===== config.mk =====
export PLATFORM = sky130hd
export DESIGN_NAME = window_scan_controller
export DESIGN_NICKNAME = d
export VERILOG_FILES = /design/src/rtl/window_scan_controller.sv
export SDC_FILE = /design/constraint.sdc
export NUM_CORES = 1
export LEC_CHECK = 0
export ABC_AREA = 1
export CORE_MARGIN = 10
export CORE_UTILIZATION = 45
export CTS_CLUSTER_DIAMETER = 50
export CTS_CLUSTER_SIZE = 24
export DETAILED_ROUTE_END_ITERATION = 8
export PLACE_DENSITY = 0.66
export SLEW_MARGIN = 20
export SYNTH_ARGS = -nofsm -noshare
export SYNTH_HDL_FRONTEND = slang
export SYNTH_SLANG_ARGS = --single-unit

===== constraint.sdc =====
create_clock -name clk -period 3.75 [get_ports clk]
set_input_delay 0.75 -clock clk [delete_from_list [all_inputs] [get_ports clk]]
set_output_delay 0.75 -clock clk [all_outputs]
set_load 0.05 [all_outputs]

===== src/rtl/window_scan_controller.sv =====
// Serpentine 3x3 window sequencer: issues pixel reads and buffer shifts, then
// hands each completed window to the Sobel stage over a valid/ack handshake.
module window_scan_controller #(
    parameter int IMG_WIDTH  = 16,
    parameter int IMG_HEIGHT = 16,
    parameter int ADDR_W     = 16,
    parameter int COORD_W    = 8
) (
    input  logic               clk,
    input  logic               n_rst,
    input  logic               start,
    input  logic               read_done,
    input  logic               shift_done,
    input  logic               win_ack,
    output logic               start_read,
    output logic [ADDR_W-1:0]  read_addr,
    output logic [3:0]         read_slot,
    output logic               start_shift,
    output logic [1:0]         shift_direc,
    output logic               win_valid,
    output logic [COORD_W-1:0] center_x,
    output logic [COORD_W-1:0] center_y,
    output logic               busy,
    output logic               done
);

    typedef enum logic [2:0] {
        S_IDLE,
        S_INIT_READ,
        S_WIN,
        S_SHIFT,
        S_COL_READ,
        S_DONE
    } state_e;

    typedef enum logic [1:0] {
        DIR_IDLE  = 2'b00,
        DIR_LEFT  = 2'b01,
        DIR_RIGHT = 2'b10,
        DIR_UP    = 2'b11
    } dir_e;

    typedef struct packed {
        logic [COORD_W-1:0] row;
        logic [COORD_W-1:0] col;
        logic [3:0]         slot;
    } rd_tgt_t;

    localparam logic [COORD_W-1:0] ONE   = COORD_W'(1);
    localparam logic [COORD_W-1:0] X_MAX = COORD_W'(IMG_WIDTH - 2);
    localparam logic [COORD_W-1:0] Y_MAX = COORD_W'(IMG_HEIGHT - 2);
    // An odd number of centre rows finishes the serpentine on the right edge.
    localparam logic [COORD_W-1:0] X_END = (((IMG_HEIGHT - 2) % 2) == 1) ? X_MAX : ONE;

    function automatic logic [ADDR_W-1:0] pix_addr(input rd_tgt_t t);
        return ADDR_W'(t.row) * ADDR_W'(IMG_WIDTH) + ADDR_W'(t.col);
    endfunction

    function automatic rd_tgt_t init_tgt(input logic [3:0] idx);
        rd_tgt_t t;
        t.slot = idx;
        if (idx >= 4'd6) begin
            t.row = COORD_W'(2);
            t.col = COORD_W'(idx - 4'd6);
        end else if (idx >= 4'd3) begin
            t.row = COORD_W'(1);
            t.col = COORD_W'(idx - 4'd3);
        end else begin
            t.row = '0;
            t.col = COORD_W'(idx);
        end
        return t;
    endfunction

    // Targets are relative to the old centre; the centre moves after the reads.
    function automatic rd_tgt_t col_tgt(input dir_e mv, input logic [COORD_W-1:0] cx,
                                        input logic [COORD_W-1:0] cy, input logic [1:0] k);
        rd_tgt_t t;
        case (mv)
            DIR_LEFT: begin
                t.row  = cy - ONE + COORD_W'(k);
                t.col  = cx + COORD_W'(2);
                t.slot = 4'd2 + 4'd3 * {2'b00, k};
            end
            DIR_RIGHT: begin
                t.row  = cy - ONE + COORD_W'(k);
                t.col  = cx - COORD_W'(2);
                t.slot = 4'd3 * {2'b00, k};
            end
            default: begin
                t.row  = cy + COORD_W'(2);
                t.col  = cx - ONE + COORD_W'(k);
                t.slot = 4'd6 + {2'b00, k};
            end
        endcase
        return t;
    endfunction

    state_e             state_q, state_d;
    dir_e               mv_q, mv_d;
    logic [3:0]         idx_q, idx_d;
    logic [COORD_W-1:0] cx_q, cx_d, cy_q, cy_d;
    logic               start_read_q, start_read_d;
    logic [ADDR_W-1:0]  read_addr_q, read_addr_d;
    logic [3:0]         read_slot_q, read_slot_d;
    logic               start_shift_q, start_shift_d;
    logic [1:0]         shift_direc_q, shift_direc_d;
    logic               win_valid_q, win_valid_d;
    logic               done_q, done_d;

    rd_tgt_t tgt;
    logic    issue_rd;
    dir_e    next_mv;
    logic    last_win;

    always_comb begin
        // NOTE: every _d starts from its _q, so no path through this block infers a latch.
        state_d       = state_q;
        mv_d          = mv_q;
        idx_d         = idx_q;
        cx_d          = cx_q;
        cy_d          = cy_q;
        start_read_d  = start_read_q;
        read_addr_d   = read_addr_q;
        read_slot_d   = read_slot_q;
        start_shift_d = start_shift_q;
        shift_direc_d = shift_direc_q;
        win_valid_d   = win_valid_q;
        done_d        = done_q;
        tgt           = '0;
        issue_rd      = 1'b0;

        if (cy_q[0] && cx_q < X_MAX) begin
            next_mv = DIR_LEFT;
        end else if (!cy_q[0] && cx_q > ONE) begin
            next_mv = DIR_RIGHT;
        end else begin
            next_mv = DIR_UP;
        end
        last_win = (cy_q == Y_MAX) && (cx_q == X_END);

        case (state_q)
            S_IDLE: begin
                if (start) begin
                    cx_d     = ONE;
                    cy_d     = ONE;
                    idx_d    = '0;
                    tgt      = init_tgt(4'd0);
                    issue_rd = 1'b1;
                    state_d  = S_INIT_READ;
                end
            end
            S_INIT_READ: begin
                if (read_done) begin
                    start_read_d = 1'b0;
                    read_addr_d  = '0;
                    read_slot_d  = '0;
                    if (idx_q == 4'd8) begin
                        win_valid_d = 1'b1;
                        state_d     = S_WIN;
                    end else begin
                        idx_d    = idx_q + 4'd1;
                        tgt      = init_tgt(idx_q + 4'd1);
                        issue_rd = 1'b1;
                    end
                end
            end
            S_WIN: begin
                if (win_ack) begin
                    win_valid_d = 1'b0;
                    if (last_win) begin
                        done_d  = 1'b1;
                        state_d = S_DONE;
                    end else begin
                        mv_d          = next_mv;
                        start_shift_d = 1'b1;
                        shift_direc_d = next_mv;
                        state_d       = S_SHIFT;
                    end
                end
            end
            S_SHIFT: begin
                if (shift_done) begin
                    start_shift_d = 1'b0;
                    shift_direc_d = DIR_IDLE;
                    idx_d         = '0;
                    tgt           = col_tgt(mv_q, cx_q, cy_q, 2'd0);
                    issue_rd      = 1'b1;
                    state_d       = S_COL_READ;
                end
            end
            S_COL_READ: begin
                if (read_done) begin
                    start_read_d = 1'b0;
                    read_addr_d  = '0;
                    read_slot_d  = '0;
                    if (idx_q == 4'd2) begin
                        case (mv_q)
                            DIR_LEFT:  cx_d = cx_q + ONE;
                            DIR_RIGHT: cx_d = cx_q - ONE;
                            default:   cy_d = cy_q + ONE;
                        endcase
                        win_valid_d = 1'b1;
                        state_d     = S_WIN;
                    end else begin
                        idx_d    = idx_q + 4'd1;
                        tgt      = col_tgt(mv_q, cx_q, cy_q, idx_q[1:0] + 2'd1);
                        issue_rd = 1'b1;
                    end
                end
            end
            S_DONE: begin
                done_d  = 1'b0;
                state_d = S_IDLE;
            end
            default: state_d = S_IDLE;
        endcase

        if (issue_rd) begin
            start_read_d = 1'b1;
            read_addr_d  = pix_addr(tgt);
            read_slot_d  = tgt.slot;
        end
    end

    // Centre outputs read 0 out of reset; a start pulse loads (1,1).
    always_ff @(posedge clk or negedge n_rst) begin
        if (!n_rst) begin
            state_q       <= S_IDLE;
            mv_q          <= DIR_IDLE;
            idx_q         <= '0;
            cx_q          <= '0;
            cy_q          <= '0;
            start_read_q  <= 1'b0;
            read_addr_q   <= '0;
            read_slot_q   <= '0;
            start_shift_q <= 1'b0;
            shift_direc_q <= DIR_IDLE;
            win_valid_q   <= 1'b0;
            done_q        <= 1'b0;
        end else begin
            // NOTE: non-blocking updates so every flop samples the same pre-edge values.
            state_q       <= state_d;
            mv_q          <= mv_d;
            idx_q         <= idx_d;
            cx_q          <= cx_d;
            cy_q          <= cy_d;
            start_read_q  <= start_read_d;
            read_addr_q   <= read_addr_d;
            read_slot_q   <= read_slot_d;
            start_shift_q <= start_shift_d;
            shift_direc_q <= shift_direc_d;
            win_valid_q   <= win_valid_d;
            done_q        <= done_d;
        end
    end

    assign start_read  = start_read_q;
    assign read_addr   = read_addr_q;
    assign read_slot   = read_slot_q;
    assign start_shift = start_shift_q;
    assign shift_direc = shift_direc_q;
    assign win_valid   = win_valid_q;
    assign center_x    = cx_q;
    assign center_y    = cy_q;
    assign busy        = (state_q != S_IDLE);
    assign done        = done_q;

endmodule


==> flow_summary.ini, run 1 <==
[synth]
synth_cells = 649
synth-seq-cells = 48
ys.flop_type = dfrtp_1
synth_warnings = 0
yosysUniqueCellTypes = 44
synth_seq_area_share = 0.2763
synth_edf_count = 0
syn_area_sq_um = 4348
syn_avg_cell_area_sq_um = 6.699
synthArstFlopShare = 1.000

[sta]
drv_slew = 0
worst_pin_slew_ps = 638.9
hold_violations = 0
skew_ps = 3.876
timing.final.ws_setup_ps = 274.1
setup_tns_ps = 0
relSlewSlack = 0.5708
fmax_mhz = 287.7
setup_violations = 0
finalCriticalPeriod_ps = 3476
timing.final.crit_share = 0.9269

[drt]
via_per_inst = 5.519
drt_wl_total_mm = 13.76
drt_iter0_drc = 339
ant_nets = 0
drc = 0
vias = 4680
drt_pass1_iterations = 5
wl_per_cell_microns = 16.23

[critical_path]
worst-path-buf-inv = 6
rrSetupSlack_ps = 270
crit_fanout = 5
cp_top_family = simple AND/OR/NAND/NOR gates
cp.depth = 25
cp-start-kind = register
r2r_end = read_addr[9]
slowest_delay_ps = 440
crit_required_ps = 3960
critPathKind = reg -> reg
crit_path_end_kind = register
r2r_start = idx_q[1]
endpoint = read_addr[9]
r2r_cells = 25
startpoint = idx_q[1]
cpMaxStageDelayCell = dfrtp_1
arrival_ps = 3680

[final_layout]
final_common_cell = nand2_1
drive_gt1_frac = 0.1335
antenna_cells = 0
area_growth_pct = 23.14
layout_common_cells = nand2_1 (149), inv_1 (73), nor2_1 (67)
fill_cells = 919
finalNetCount = 758

[floorplanning]
chipHeight_microns = 118.3
coreArea_sq_um = 9328
die-area_sq_um = 13990
start_util = 0.4661
die_w_microns = 118.3
pin_count = 49
fp-row-count = 35

[grt]
grtUsageTotal = 0.1939
grt_overflow = 0
grt_pass1_vias = 4548
grt_max_degree = 49
grt_pass1_wl_mm = 23.05
antenna_found_initial = 0

[cts]
cts-root-buf = clkbuf_8
ctsHtreeMaxLevel = 2
cts_tree = built
insertion_delay_ps = 310
clk_pin_slew_ps = 100
cts_max_path_buffers = 2
cts.sink_count = 48
cts_inserted_buffers = 5

[hold_path]
hold_path_class = in -> async

[place]
hpwl_mm = 10.54
port-buffer-count = 45
globalplace.congestion = 0.9524
place_ws_ps = 102.0

[pwr]
vdd_drop_max_v = 0.0003726
power_per_cell_area_nw_per_um2 = 822.3
p_leak_nw = 2.534

[job]
cap_violations = 0

[run_status]
status = completed
## state kept, by name, summed over array words and instances, names as in the netlist
register and count:
shift_direc 2, start_read 1, center_x 8, state_q 3, idx_q 4, done 1, read_slot 4, read_addr 13
start_shift 1, center_y 8, win_valid 1, mv_q 2
## worst reg2reg max path, cell delays in order, from the launching register on
cell      delay [ps]
dfrtp_1          440
ha_2             210
or2_4            250
nand2_4           90
inv_1             70
ha_1             200
inv_1             60
ha_2             160
nand2_2           80
nand2_2          100
inv_1             70
o211ai_1         100
nand2_2           80
buf_4            140
a21oi_4          110
inv_1             60
ha_1             280
a21oi_1          220
nor2_2            60
nor2_1            80
nor2_1            60
nor2_1           110
a21oi_2           60
buf_4            130
nor2_1            70
o21ai_0           80
## kinds of logic (layout without fill, tap and decap cells)
| logic type | after synthesis | after routing | share of synthesized area |
|---|---|---|---|
| AND/OR/NAND/NOR | 316 | 316 | 0.3180 |
| flip-flops | 48 | 48 | 0.2763 |
| buffers and inverters | 99 | 167 | 0.09065 |
| other | 1 | 3 | 0.0008625 |
| XOR/XNOR | 15 | 15 | 0.03021 |
| AO/OA/AOI/OAI | 136 | 136 | 0.1810 |
| adder cells (fa/ha/maj) | 34 | 34 | 0.1030 |
## cell type report
class                   count  area, sq um  share of cell area
clock buffers               5        68.82             0.01285
clock inverters             3        68.82             0.01285
inverters                  85        319.1             0.05959
multi-input cells         504         2865              0.5352
flip-flops and latches     48         1201              0.2244
well taps                 129        161.4             0.03015
repair buffers             74        669.4              0.1250
## how the worst min path moves through the flow
stage	startpoint	end	slack [ps]	cells past startpoint
2_1_floorplan	n_rst	center_x[0]	450	0
3_3_place_gp	start_read	start_read	460	2
3_5_place_dp	start_read	start_read	470	2
4_1_cts	start_read	start_read	490	2
5_1_grt	n_rst	idx_q[0]	500	1
6_report	n_rst	read_addr[3]	450	1
## layer usage
metal	track usage	share of wire	vias up
met2	0.3147	0.46	206
met4	0.05255	0.021	0
met1	0.2573	0.45	2150
met5	0	0	-
li1	-	-	2297
met3	0.03570	0.074	27
## synth_stat cells (all sizes together), types with 3 or more instances
cell / number / area share
a31oi: 8 / 0.012
buf: 6 / 0.010
a21oi: 35 / 0.042
nor2: 79 / 0.076
nand3: 44 / 0.053
nor3: 14 / 0.020
o211ai: 6 / 0.010
ha: 31 / 0.089
o311ai: 3 / 0.0060
fa: 3 / 0.014
nand2: 163 / 0.15
o221ai: 4 / 0.0081
inv: 84 / 0.073
nor4: 3 / 0.0043
dfrtp: 48 / 0.28
xor2: 11 / 0.022
o21ai: 59 / 0.068
xnor2: 4 / 0.0081
nand4: 10 / 0.014
o22ai: 11 / 0.016
clkbuf: 8 / 0.0072
## repair_timing
item / CTS / global route
buffers inserted: 0 / 8
hold buffers: 0 / 0
setup endpoints to repair: 0 / 5
resized for setup: 0 / 34
## where the power goes
group          switching (mW)  leakage, nW  internal (mW)
Sequential              0.128        0.638          0.654
Clock                   0.205       0.0687          0.269
Combinational            2.14         1.83           1.00
Total                    2.48         2.53           1.93
## stage by stage
stage	power (mW)	area [sq um]	cells	utilization	hold slack, ps
after floorplan	2.866	4355	651	-	454.4
after global placement	3.767	5045	832	0.5408	456.6
after detailed placement	3.787	5045	832	0.5408	467.2
after CTS	4.279	5182	840	0.5556	492.7
after global routing	4.810	5354	848	0.5740	495.6
final	4.402	5354	848	0.5740	447.8
(Power assumes the default switching activity.)
==> run 2, diff against run 1 <==
- ABC_AREA: 1 -> unset
- GPL_TIMING_DRIVEN: unset -> 0
==> run 2 against run 1 <==
  * Combinational power rose by 10%
  * Critical endpoint is now read_addr[11]
  * Power grew 3.9%
  * Largest power group unchanged
  * Non-clock buffer count grew 51
==> flow_summary.ini, run 2 <==
[floorplanning]
chipHeight_microns = 119.1
die_w_microns = 119.1
start_util = 0.4559
die-area_sq_um = 14170
pin_count = 49
fp-row-count = 36
coreArea_sq_um = 9684

[drt]
vias = 4516
wl_per_cell_microns = 18.39
drt_iter0_drc = 378
drt_pass1_iterations = 5
ant_nets = 0
via_per_inst = 5.775
drt_wl_total_mm = 14.38
drc = 0

[critical_path]
rrSetupSlack_ps = 40
crit_required_ps = 3950
endpoint = read_addr[11]
startpoint = idx_q[0]
r2r_start = idx_q[0]
cp-start-kind = register
crit_fanout = 4
arrival_ps = 3910
r2r_end = read_addr[11]
critPathKind = reg -> reg
crit_path_end_kind = register
r2r_cells = 19

[synth]
ys.flop_type = dfrtp_1
synth-seq-cells = 48
synth_warnings = 0
syn_area_sq_um = 4415
yosysUniqueCellTypes = 70
synth_top_area_cell = dfrtp_1
netlist.area_leader.share = 0.2720
synthTopCellsByArea = dfrtp_1 (27%), ha_1 (8.8%), o21ai_0 (5.9%)
synthArstFlopShare = 1.000
ys_top_cells_by_count = nand2_1 (60), o21ai_0 (52), dfrtp_1 (48), nor2_1 (40), ha_1 (31)
syn_avg_cell_area_sq_um = 7.956
synth_seq_area_share = 0.2720
synth_most_common_cell = nand2_1
synth_cells = 555
synth_edf_count = 0

[pwr]
p_leak_nw = 2.429
p_sw_mw = 2.435
p_seq_frac = 0.163
netSwitchingFraction = 0.5325
power_per_cell_area_nw_per_um2 = 781.8
p_comb_frac = 0.762
intPower_mw = 2.137
vdd_drop_max_v = 0.0003300
p_clk_frac = 0.075

[cts]
cts_inserted_buffers = 5
clk_pin_slew_ps = 100
cts_max_path_buffers = 2
cts_tree = built
cts-root-buf = clkbuf_8
cts.sink_count = 48
hold_buffers = 0
ctsHtreeMaxLevel = 2
insertion_delay_ps = 310

[final_layout]
finalNetCount = 689
drive_gt1_frac = 0.2111
multi_input_area_sq_um = 3291
stdcell_area_sq_um = 5848
final_common_cell = nand2_1
finalCoreUtilization = 0.6039
layout_common_cells = nand2_1 (55), o21ai_0 (45), buf_4 (45)
fill_cells = 875
antenna_cells = 0
seq_area_sq_um = 1206
largest_register_ffs = 13
area_growth_pct = 32.45

[sta]
setup_violations = 0
timing.final.ws_setup_ps = 44.02
fmax_mhz = 269.8
grt_setup_unrepaired = true
drv_slew = 0
setup_tns_ps = 0
relSlewSlack = 0.3339
timing.final.crit_share = 0.9883
finalCriticalPeriod_ps = 3706
worst_pin_slew_ps = 989.9
hold_violations = 0
skew_ps = 9.339

[place]
port-buffer-count = 44
dpl_cell_area_sq_um = 5089
globalplace.congestion = 0.9317
hpwl_mm = 10.34
place_ws_ps = -746.8

[grt]
grt_pass1_vias = 4443
antenna_found_initial = 0
grt_max_degree = 49
grt_util_met1 = 0.2575
top_usage_layer = met2
grt_overflow = 0
grt_use_met3 = 0.03779
grtUsageTotal = 0.1958
grt_pass1_wl_mm = 23.30
use_met2 = 0.3178

[run_status]
status = completed

[job]
cap_violations = 0

[hold_path]
hold_path_class = in -> async
run 2: changes by cell type in the layout (fill, tap and decap cells not counted), moves of 8 or more:
| cell | change |
|---|---|
| inv_2 | -9 |
| inv_1 | -51 |
| or3_1 | +9 |
| clkbuf_1 | +17 |
| nand2_2 | -10 |
| buf_4 | +16 |
| nor2_2 | -8 |
| nor2_1 | -28 |
| nand2_1 | -94 |
| nand3_1 | -19 |
| xnor2_1 | +15 |
| buf_2 | +10 |
| nand4_1 | -9 |
run 2: layout make-up:
type                    count  share of cell area
inverters                  27             0.01968
flip-flops and latches     48              0.2062
multi-input cells         442              0.5627
plain buffers              39             0.03723
repair buffers             86              0.1301
well taps                 133             0.02846
clock inverters             1            0.001498
clock buffers               6             0.01412
run 2: how the worst min path moves through the flow:
stage | from | end | slack, ps | cells after the start
3_5_place_dp | read_addr[9] | read_addr[9] | 460 | 2
4_1_cts | n_rst | center_x[4] | 480 | 1
5_1_grt | n_rst | center_y[0] | 500 | 1
6_report | n_rst | read_addr[2] | 450 | 1
2_1_floorplan | n_rst | center_x[0] | 450 | 0
3_3_place_gp | read_addr[9] | read_addr[9] | 450 | 2
run 2: timing repair:
item | in CTS | in global routing
buffers inserted | 29 | 14
hold endpoints to repair | 0 | 0
gates resized for setup | 43 | 46
endpoints found under the setup margin | 8 | 5
pin swaps | 18 | 26
run 2: cell families (layout without fill, tap and decap cells):
group	after synthesis	after routing	share of synthesized area
buf+inv	67	159	0.06432
other cells	1	3	0.0008493
xor+xnor	35	35	0.07283
mux	4	4	0.009351
simple gates	203	203	0.2360
flops	48	48	0.2720
compound gates	163	163	0.2431
fa+ha+maj	34	34	0.1014
run 2: stage by stage:
| stage | hold slack, ps | instances | power (mW) |
|---|---|---|---|
| after global routing | 498.9 | 782 | 4.933 |
| after floorplan | 454.4 | 557 | 2.860 |
| final | 451.3 | 782 | 4.572 |
| after CTS | 484.9 | 768 | 4.282 |
| after detailed placement | 463.3 | 734 | 3.660 |
| after global placement | 451.7 | 734 | 3.638 |
run 2: power groups by stage:
| stage | sequential (mW) | clock (mW) | combinational (mW) |
|---|---|---|---|
| finish | 0.744 | 0.345 | 3.48 |
| global placement | 0.762 | 0 | 2.88 |
| floorplan | 1.07 | 0 | 1.79 |
| global route | 0.762 | 0.370 | 3.80 |
| CTS | 0.740 | 0.353 | 3.19 |
| detailed placement | 0.765 | 0 | 2.90 |
run 2: metal layers:
layer | routed length, microns | part of all wire | vias up
met3 | 771 | 0.054 | 22
met5 | 0 | 0 | -
li1 | - | - | 2180
met2 | 6711 | 0.47 | 152
met4 | 318 | 0.022 | 0
met1 | 6577 | 0.46 | 2162
run 2: worst max-delay path: stages (launching register included):
cell and delay [ps]:
dfrtp_1 430, buf_6 140, ha_4 170, nand2b_4 150
nand2_4 80, inv_2 60, ha_4 160, nor3_2 200
a31oi_2 80, nor3_2 290, nor3_4 60, a22o_1 250
nand2_2 130, buf_6 110, o21ai_0 100, ha_1 360
nor2b_2 170, o21ai_2 90, nor3_2 240, mux2_4 320
